==> config.mk <==
export PLATFORM = sky130hd
export DESIGN_NAME = hazard_sched
export DESIGN_NICKNAME = d
export VERILOG_FILES = /design/src/rtl/hazard_sched.sv
export SDC_FILE = /design/constraint.sdc
export NUM_CORES = 1
export LEC_CHECK = 0
export ABC_AREA = 1
export CORE_MARGIN = 3
export CORE_UTILIZATION = 30
export DETAILED_ROUTE_END_ITERATION = 10
export PLACE_DENSITY = 0.49
export SKIP_LAST_GASP = 1
export SLEW_MARGIN = 5
export SYNTH_ARGS = -nofsm -noshare
export SYNTH_HDL_FRONTEND = slang
export SYNTH_SLANG_ARGS = --single-unit
export TNS_END_PERCENT = 5
==> constraint.sdc <==
create_clock -name clk -period 1.6 [get_ports clk]
set_input_delay 0.32 -clock clk [delete_from_list [all_inputs] [get_ports clk]]
set_output_delay 0.32 -clock clk [all_outputs]
set_load 0.005 [all_outputs]
==> src/rtl/hazard_sched.sv <==
// rtl/hazard_sched.sv - pipeline hazard scheduler: forwarding selects, load-use stalls, branch flushes
// Tracks rd of instructions in execute (E) and write (W); keeps saturating stall/flush debug counters.
module hazard_sched #(
    parameter int LOAD_STALL   = 1,
    parameter int FLUSH_CYCLES = 1,
    parameter int CNT_W        = 16
) (
    input  logic             clk,
    input  logic             reset,
    input  logic             dec_valid,
    input  logic [4:0]       dec_rs1,
    input  logic [4:0]       dec_rs2,
    input  logic [4:0]       dec_rd,
    input  logic             dec_isLoad,
    input  logic             dec_wrRd,
    input  logic             originPc,
    output logic             stall,
    output logic             bubble_e,
    output logic             flush_d,
    output logic [1:0]       fwd_rs1,
    output logic [1:0]       fwd_rs2,
    output logic [CNT_W-1:0] stall_cnt,
    output logic [CNT_W-1:0] flush_cnt
);

    typedef enum logic [1:0] {
        S_RUN   = 2'd0,
        S_STALL = 2'd1,
        S_FLUSH = 2'd2
    } state_t;

    localparam logic [1:0] LS_M1 = 2'(LOAD_STALL - 1);
    localparam logic [1:0] FC_M1 = 2'(FLUSH_CYCLES - 1);

    state_t           r_state;
    logic [1:0]       r_cnt;

    logic             r_e_valid;
    logic [4:0]       r_e_rd;
    logic             r_e_load;
    logic             r_e_wr;
    logic             r_w_valid;
    logic [4:0]       r_w_rd;
    logic             r_w_wr;

    logic [CNT_W-1:0] r_stall_cnt;
    logic [CNT_W-1:0] r_flush_cnt;

    logic             w_e_m1;
    logic             w_e_m2;
    logic             w_w_m1;
    logic             w_w_m2;
    logic             w_hazard;
    logic             w_stall;
    logic             w_flush;
    logic             w_bubble;
    logic [1:0]       w_fwd_rs1;
    logic [1:0]       w_fwd_rs2;

    // x0 is hardwired, so a zero source never matches anything in flight
    function automatic logic f_match(input logic [4:0] rs, input logic v,
                                     input logic wr, input logic [4:0] rd);
        return (rs != 5'd0) && v && wr && (rd == rs);
    endfunction

    always_comb begin
        w_e_m1 = f_match(dec_rs1, r_e_valid, r_e_wr, r_e_rd);
        w_e_m2 = f_match(dec_rs2, r_e_valid, r_e_wr, r_e_rd);
        w_w_m1 = f_match(dec_rs1, r_w_valid, r_w_wr, r_w_rd);
        w_w_m2 = f_match(dec_rs2, r_w_valid, r_w_wr, r_w_rd);

        w_fwd_rs1 = 2'd0;
        if (w_e_m1 && !r_e_load)
            w_fwd_rs1 = 2'd1;
        else if (w_w_m1)
            w_fwd_rs1 = 2'd2;

        w_fwd_rs2 = 2'd0;
        if (w_e_m2 && !r_e_load)
            w_fwd_rs2 = 2'd1;
        else if (w_w_m2)
            w_fwd_rs2 = 2'd2;

        w_hazard = dec_valid && r_e_load && (w_e_m1 || w_e_m2);

        // A taken branch squashes the dependent instruction, so it overrides any stall
        w_flush  = !reset && (originPc || (r_state == S_FLUSH));
        w_stall  = !reset && !originPc &&
                   (((r_state == S_RUN) && w_hazard) || (r_state == S_STALL));
        w_bubble = w_flush || w_stall;
    end

    assign stall     = w_stall;
    assign bubble_e  = w_bubble;
    assign flush_d   = w_flush;
    assign fwd_rs1   = w_fwd_rs1;
    assign fwd_rs2   = w_fwd_rs2;
    assign stall_cnt = r_stall_cnt;
    assign flush_cnt = r_flush_cnt;

    always_ff @(posedge clk or posedge reset) begin
        if (reset) begin
            r_state     <= S_RUN;
            r_cnt       <= 2'd0;
            r_e_valid   <= 1'b0;
            r_e_rd      <= 5'd0;
            r_e_load    <= 1'b0;
            r_e_wr      <= 1'b0;
            r_w_valid   <= 1'b0;
            r_w_rd      <= 5'd0;
            r_w_wr      <= 1'b0;
            r_stall_cnt <= '0;
            r_flush_cnt <= '0;
        end else begin
            r_e_valid <= dec_valid && !w_bubble;
            r_e_rd    <= dec_rd;
            r_e_load  <= dec_isLoad;
            r_e_wr    <= dec_wrRd;
            r_w_valid <= r_e_valid;
            r_w_rd    <= r_e_rd;
            r_w_wr    <= r_e_wr;

            if (w_stall && (r_stall_cnt != '1))
                r_stall_cnt <= r_stall_cnt + CNT_W'(1);
            if (originPc && (r_flush_cnt != '1))
                r_flush_cnt <= r_flush_cnt + CNT_W'(1);

            if (originPc) begin
                if (FLUSH_CYCLES > 1) begin
                    r_state <= S_FLUSH;
                    r_cnt   <= FC_M1;
                end else begin
                    r_state <= S_RUN;
                    r_cnt   <= 2'd0;
                end
            end else begin
                case (r_state)
                    S_RUN: begin
                        if (w_hazard && (LOAD_STALL > 1)) begin
                            r_state <= S_STALL;
                            r_cnt   <= LS_M1;
                        end
                    end
                    S_STALL, S_FLUSH: begin
                        r_cnt <= r_cnt - 2'd1;
                        if (r_cnt <= 2'd1)
                            r_state <= S_RUN;
                    end
                    default: begin
                        r_state <= S_RUN;
                        r_cnt   <= 2'd0;
                    end
                endcase
            end
        end
    end

endmodule

==> results.md, run 1 <==
* Core area at 0.00826 sq mm
* Req. time, crit path at 1.28 ns
* Clock Latency Late Sink at roughly 0.30 ns
* Failing checks: setup timing
* Die Y at approximately 100 um
* H-tree levels at 2
* Tightest Pin Transition at 0.404 ns
* Crit share post-route at 124%
* Max VDD drop at 0.000737 V
* Vias per inst at 4.26
* Critical R2R Launch: r_e_rd[2]
* Die W at 98.5 um
* Syn_nets at 351
* GRT overflow at 0
* Post-synth EDFFs at 0
* Mapped Area at 0.00257 sq mm
* Pre-antenna DRT Iters at 4
* Worst flop-to-flop path endpoint: stall_cnt[3]
* Pre-CTS WS at -0.913 ns
* Hold_ws at about 0.39 ns
* Combinational group share of total power at 25.8%
* Critical path type: flip-flop to output pin
* DIE AREA at 0.00970 sq mm
* R2R Setup Slk at -0.27 ns
* CP endpoint kind: output pin
* Iter 0 DRT Violations at 94
* Final setup viols at 33
* Max transition margin at about 73%
* Final instance area at 0.00386 sq mm
* # diodes at 0
* Fillers at just under 900
* Routability congestion estimate at 0.797
* Ys Warns at 0
* Maximum clock frequency at between 500 and 600 MHz
* Top cell type's share of synthesized area at 45.8%
* Sw Share at around 27%
* Placed Instance Area at 0.00366 sq mm
* Share of layout cells above drive strength 1 at a little under a quarter
* Final hold viol count at 0
* ANT nets after route at 0
* Largest net degree at the start of global routing at 32
* # clock sinks at 47
* Vias at 2354
* Layout area overhead at 50.5%
* Status: finished with violations
* P_int at ~0.0022 W
* DRC viols at 0
* Root Buffer: clkbuf_8
* Post-route setup slack at -0.382 ns
* Sequential fraction of design power at between 40 and 50%
* I/O Pins at 60
* #FFs+latches synth at 47
* Main synth FF type: dfrtp_1
* Port Buffers at 59
* Worst setup path end: fwd_rs1[1]
* Total GRT Usage at 14.3%
* CTS tree: built
* Setup TNS at -5.74 ns
* Register area share after synthesis at 45.8%
* Hpwl dp at ~5.1 mm
* Global-route wire length before repair at approximately 11 mm
* Num CTS Buffers at 5
* R2R cell count at 14
* Worst Path Arrival at between 1.5 and 2 ns
* Max FO, Critical Path at 2
* Final wirelength at 6.53 mm
* Clock Tree Buf Depth at 2
* Max Slew Vio Count at 0
* CP startpoint kind: flip-flop
* Syn_area_per_cell at ~7.8 sq um
* Nets at 470
* Clock share of power at between 20 and 30%
* Synth area leaders: dfrtp_1, nand2_1, xnor2_1
* Total power at just over 0.003 W
* Rows at 33
* Post-synth top area cell: dfrtp_1
* Post-Route Skew at 0.00762 ns
* CTS clock-pin slew for the worst setup and hold paths at 0.10 ns
* Vias in the first global route at 2406
* Pleak at 1.95 nW
* Cell count after synthesis at 328
* Drt wl/cell at 11.8 um
* Initial core utilization at 31.1%
* Initial antenna violation count at 0
* Crit path from: r_w_rd[0]
* Unrepaired setup endpoints after global routing: true
* Ys async rst share at 100%
* HP Class: flip-flop to flip-flop
* Synth unique cells at 28
* Total of max-cap violations at 0
* Tmin final at around 2.0 ns
* Pwr per Cell Area at 790 mW/mm^2
* Switch Pwr at 0.000818 W
## routing by layer
metal | GRT usage (%) | part of all wire [%]
met2 | 22.0 | 44
met3 | 2.83 | 4.9
met1 | 20.9 | 50
met5 | 0 | 0
met4 | 3.47 | 0.70
## through the flow
step | utilization [%] | std cells
2_1_floorplan | - | 328
3_3_place_gp | 44.4 | 539
3_5_place_dp | 44.4 | 539
4_1_cts | 46.7 | 553
5_1_grt | 46.8 | 553
6_report | 46.8 | 553
## logic make-up after synthesis
kind of cell	count (synthesis)	synth area share (%)
flops	47	45.8
fa+ha+maj	2	0.975
buf+inv	43	6.72
compound gates	12	2.63
xor+xnor	33	11.3
simple gates	191	32.6
## placed cells by master (no fill, tap or decap), types with 2 or more instances in the layout
cell / netlist / layout
o21ai_1: 1 / 3
nand3_1: 16 / 16
nor3_1: 11 / 9
buf_12: 0 / 2
xor2_1: 15 / 15
nor2_1: 30 / 28
clkdlybuf4s50_1: 0 / 43
dlygate4sd2_1: 0 / 11
nand2_1: 111 / 108
dfrtp_1: 47 / 46
a21oi_2: 0 / 2
nand4_1: 8 / 8
buf_2: 0 / 4
o21ai_2: 1 / 2
nor2_4: 1 / 3
nand2_2: 4 / 5
ha_1: 2 / 2
inv_1: 39 / 34
buf_4: 1 / 49
nand3_2: 2 / 2
inv_2: 1 / 6
xnor2_1: 18 / 17
buf_6: 1 / 4
clkbuf_8: 0 / 5
nor2_2: 4 / 4
nand2_4: 0 / 2
a21oi_1: 4 / 2
nor3_2: 0 / 2
## how the worst min path moves through the flow
stage,start,cells after the start,endpoint
finish,r_e_valid,0,r_w_valid
global placement,r_e_wr,0,r_w_wr
detailed placement,r_e_wr,0,r_w_wr
global route,r_e_valid,0,r_w_valid
CTS,r_e_wr,0,r_w_wr
floorplan,dec_isLoad,0,r_e_load
## flip-flops by register name, indices dropped and copies added (netlist names)
| name | cells |
|---|---|
| r_w_valid | 1 |
| r_w_rd | 5 |
| r_e_valid | 1 |
| r_w_wr | 1 |
| r_e_wr | 1 |
| r_e_rd | 5 |
| flush_cnt | 16 |
| r_e_load | 1 |
| stall_cnt | 16 |
## cells in the mapped netlist (2+ instances only)
master / number
xor2_1: 15
inv_1: 39
ha_1: 2
nor3_1: 11
nor2_1: 30
o21ai_0: 4
nand3_2: 2
a21oi_1: 4
xnor2_1: 18
dfrtp_1: 47
nand3_1: 16
nand4_1: 8
nand2_2: 4
nand2_1: 111
nor2_2: 4
## layout make-up
| type | count | area, sq um | share of cell area (%) |
|---|---|---|---|
| multi-input combinational | 238 | 1280 | 33.1 |
| tap | 105 | 131 | 3.40 |
| clock inverter | 3 | 47.5 | 1.23 |
| sequential | 47 | 1180 | 30.5 |
| clock buffer | 5 | 68.8 | 1.78 |
| inverter | 41 | 154 | 3.98 |
| timing repair buffer | 114 | 1000 | 26.0 |
## power groups by stage
stage               clock (W)  combinational (W)  sequential, W
floorplan                   0           0.000243        0.00143
global placement            0           0.000789        0.00139
detailed placement          0           0.000789        0.00139
CTS                  0.000952           0.000801        0.00137
global route         0.000996           0.000881        0.00138
finish               0.000899           0.000786        0.00137
## critical path, cell delays in order (launching register included)
cell     delay [ns]
dfrtp_1        0.41
buf_6          0.13
xnor2_2        0.13
o21ai_1        0.09
nor4_1         0.32
nand4_1        0.13
inv_1          0.06
buf_2          0.10
## repair_timing
item	in CTS	in global routing
pin swaps	11	2
hold endpoints to repair	0	0
gates resized for setup	49	8
hold buffers	0	0
gates cloned	0	0
endpoints found under the setup margin	48	65
buffers inserted	6	0
No activity file was read; power rests on OpenSTA's default activity.
==> run 2, diff against run 1 <==
--- a/config.mk
+++ b/config.mk
@@ -9,9 +9,7 @@
 export CORE_MARGIN = 3
 export CORE_UTILIZATION = 30
 export DETAILED_ROUTE_END_ITERATION = 10
-export PLACE_DENSITY = 0.49
 export SKIP_LAST_GASP = 1
-export SLEW_MARGIN = 5
 export SYNTH_ARGS = -nofsm -noshare
 export SYNTH_HDL_FRONTEND = slang
 export SYNTH_SLANG_ARGS = --single-unit
==> constraint.sdc (replaced) <==
create_clock -name clk -period 1.6 [get_ports clk]
set_input_delay 0.48 -clock clk [delete_from_list [all_inputs] [get_ports clk]]
set_output_delay 0.48 -clock clk [all_outputs]
set_load 0.005 [all_outputs]
==> run 2 against run 1 <==
Compared with the run above:
- the run still ends with setup timing left
- via count is 3.8% higher
- setup slack worse by 0.12 ns
- non-clock buffer count is 4 lower
- critical path type unchanged
- largest power group unchanged
==> results.md, run 2 (synthesis results as in run 1) <==
* Top Layer Used: met4
* GRT overflow at 0 (unchanged)
* Root Buffer: clkbuf_8
* DP Cell Count at 531 (-1.5%)
* End point of the worst hold path: r_w_valid
* Commonest non-fill, non-tap cell in the layout: nand2_1
* Layout area overhead at 49.5%
* Rows at 33 (unchanged)
* Pre-antenna DRT Iters at 4 (unchanged)
* Req. time, crit path at 1.12 ns (-0.16 ns)
* R2R cell count at 12 (-2)
* Failing checks: setup timing
* Drt wl/cell at 12.0 um (+1.3%)
* Nets at 466 (-0.85%)
* Vias in the first global route at 2454 (+2.0%)
* Final wirelength at 6.56 mm (+0.52%)
* Worst flop-to-flop path endpoint: stall_cnt[7]
* Core area at 0.00826 sq mm (unchanged)
* ANT nets after route at 0 (unchanged)
* H-tree levels at 2 (unchanged)
* Critical R2R Launch: r_e_rd[2]
* Total GRT Usage at 14.2% (-0.15 points)
* Vias at 2443 (+3.8%)
* Cell Count, Final, Fillers Out at 549 (-0.72%)
* Crit share post-route at 131% (+7.6 points)
* Met3 wire length at 232 um (-27%)
* Iter 0 DRT Violations at 113 (+20%)
* Max VDD drop at 0.000604 V (-18%)
* Routability congestion estimate at 0.850 (+6.6%)
* Post-route setup slack at -0.504 ns (-0.122 ns)
* Global-route wire length before repair at 11.4 mm (-0.66%)
* Total power at 0.00282 W (-7.7%)
* Maximum clock frequency at 475 MHz (-5.8%)
* Multi-input logic area at 0.00129 sq mm (+1.1%)
* Crit path largest cell delay at 0.43 ns (+0.02 ns)
* CP endpoint kind: output pin
* Register area at 0.00118 sq mm (-0.11%)
* Largest net degree at the start of global routing at 26 (-19%)
* Final hold viol count at 0 (unchanged)
* Pleak at 1.93 nW (-1.2%)
* Hold Crit Depth at 0 (unchanged)
* Commonest non-fill, non-tap cells in the layout: nand2_1, dfrtp_1, buf_4
* Final setup viols at 54 (+64%)
* Hold Startpoint: r_e_valid
* DIE AREA at 0.00970 sq mm (unchanged)
* Met2 Wirelength at 3.25 mm (+13%)
* Clock Tree Buf Depth at 2 (unchanged)
* Pwr per Cell Area at 734 mW/mm^2 (-7.1%)
* Die Y at 98.5 um (unchanged)
* Worst-path cell chain: buf_6 > xnor2_4 > nand2_2 > nor2_4 > nand2_2 > nand2_4 > nand2_4 > o21ai_4 > buf_2
* Status: finished with violations
* Share of layout cells above drive strength 1 at 22.7% (+0.20 points)
* Critical path type: flip-flop to output pin
* Unrepaired setup endpoints after global routing: true
* Tmin final at 2.10 ns (+0.122 ns)
* Port Buffers at 59 (unchanged)
* Max FO, Critical Path at 3 (+1)
* Total of max-cap violations at 0 (unchanged)
* Num CTS Buffers at 5 (unchanged)
* Met1 Wirelength at 2.96 mm (-9.8%)
* Fillers at 817 (-6.3%)
* Max transition margin at 82.5% (+9.6 points)
* Clock Latency Late Sink at 0.30 ns (about the same)
* CP startpoint kind: flip-flop
* Tightest Pin Transition at 0.261 ns (-0.144 ns)
* # clock sinks at 47 (unchanged)
* I/O Pins at 60 (unchanged)
* Post-Route Skew at 0.00691 ns (-0.000717 ns)
* HP Class: flip-flop to flip-flop
* Die W at 98.5 um (unchanged)
* Max Slew Vio Count at 0 (unchanged)
* Hold-fix buffers, CTS at 0 (unchanged)
* CTS tree: built
* DRC viols at 0 (unchanged)
* Hpwl dp at 4.95 mm (-3.2%)
* Worst Path Arrival at 1.62 ns (-0.04 ns)
* Initial core utilization at 31.1% (unchanged)
* Vias per inst at 4.45 (+4.5%)
* CTS clock-pin slew for the worst setup and hold paths at 0.09 ns (about the same)
* # diodes at 0 (unchanged)
* R2R Setup Slk at -0.14 ns (+0.13 ns)
* Crit-path slowest cell: dfrtp_1
* Initial antenna violation count at 0 (unchanged)
-- run 2: power breakdown --
group / leakage (nW) / total (W) / internal, W / switching (W)
Sequential: 0.606 / 0.00140 / 0.00130 / 0.0000983
Clock: 0.0477 / 0.000698 / 0.000300 / 0.000398
Combinational: 1.28 / 0.000723 / 0.000430 / 0.000293
Total: 1.93 / 0.00282 / 0.00203 / 0.000790
-- run 2: critical path: cells and delay by family (launching register included) --
| kind | cells | cell delay [ns] |
|---|---|---|
| XOR/XNOR | 1 | 0.14 |
| AO/OA/AOI/OAI | 1 | 0.06 |
| flip-flops | 1 | 0.43 |
| buffers and inverters | 2 | 0.28 |
| AND/OR/NAND/NOR | 5 | 0.42 |
-- run 2: layout make-up --
cell class	count	area share, %
multi-input combinational	238	33.7
sequential	47	30.6
timing repair buffer	110	26.0
inverter	41	4.01
tap	105	3.42
clock buffer	5	1.79
clock inverter	3	0.391
-- run 2: how the worst max path moves through the flow --
stage	from	endpoint	slack, ns	cells after the start
3_5_place_dp	dec_rs2[3]	bubble_e	-1.11	12
6_report	r_e_rd[2]	bubble_e	-0.50	9
5_1_grt	r_e_rd[2]	bubble_e	-0.61	9
3_3_place_gp	dec_rs2[0]	fwd_rs2[1]	-1.12	8
2_1_floorplan	reset	flush_cnt[0]	0.002	1
4_1_cts	r_e_rd[2]	bubble_e	-0.52	9
-- run 2: per-layer routing --
layer	track usage [%]	vias up
met2	23.8	54
li1	-	1249
met3	1.84	9
met1	18.6	1131
met4	5.46	0
met5	0	-
-- run 2: through the flow --
stage	utilization (%)	hold WS (ns)	setup WS, ns	area [sq um]	setup TNS, ns
4_1_cts	45.9	0.397	-0.516	3790	-10.03
3_3_place_gp	44.1	0.364	-1.12	3640	-18.41
2_1_floorplan	-	0.354	0.00198	2580	0
3_5_place_dp	44.1	0.375	-1.11	3640	-19.04
5_1_grt	46.5	0.418	-0.614	3840	-14.75
6_report	46.5	0.394	-0.504	3840	-9.15
-- run 2: timing repair --
| action | CTS | global route |
|---|---|---|
| pin swaps | 17 | 8 |
| setup buffers | 10 | 1 |
| gates resized for setup | 47 | 17 |
| endpoints found under the setup margin | 55 | 69 |
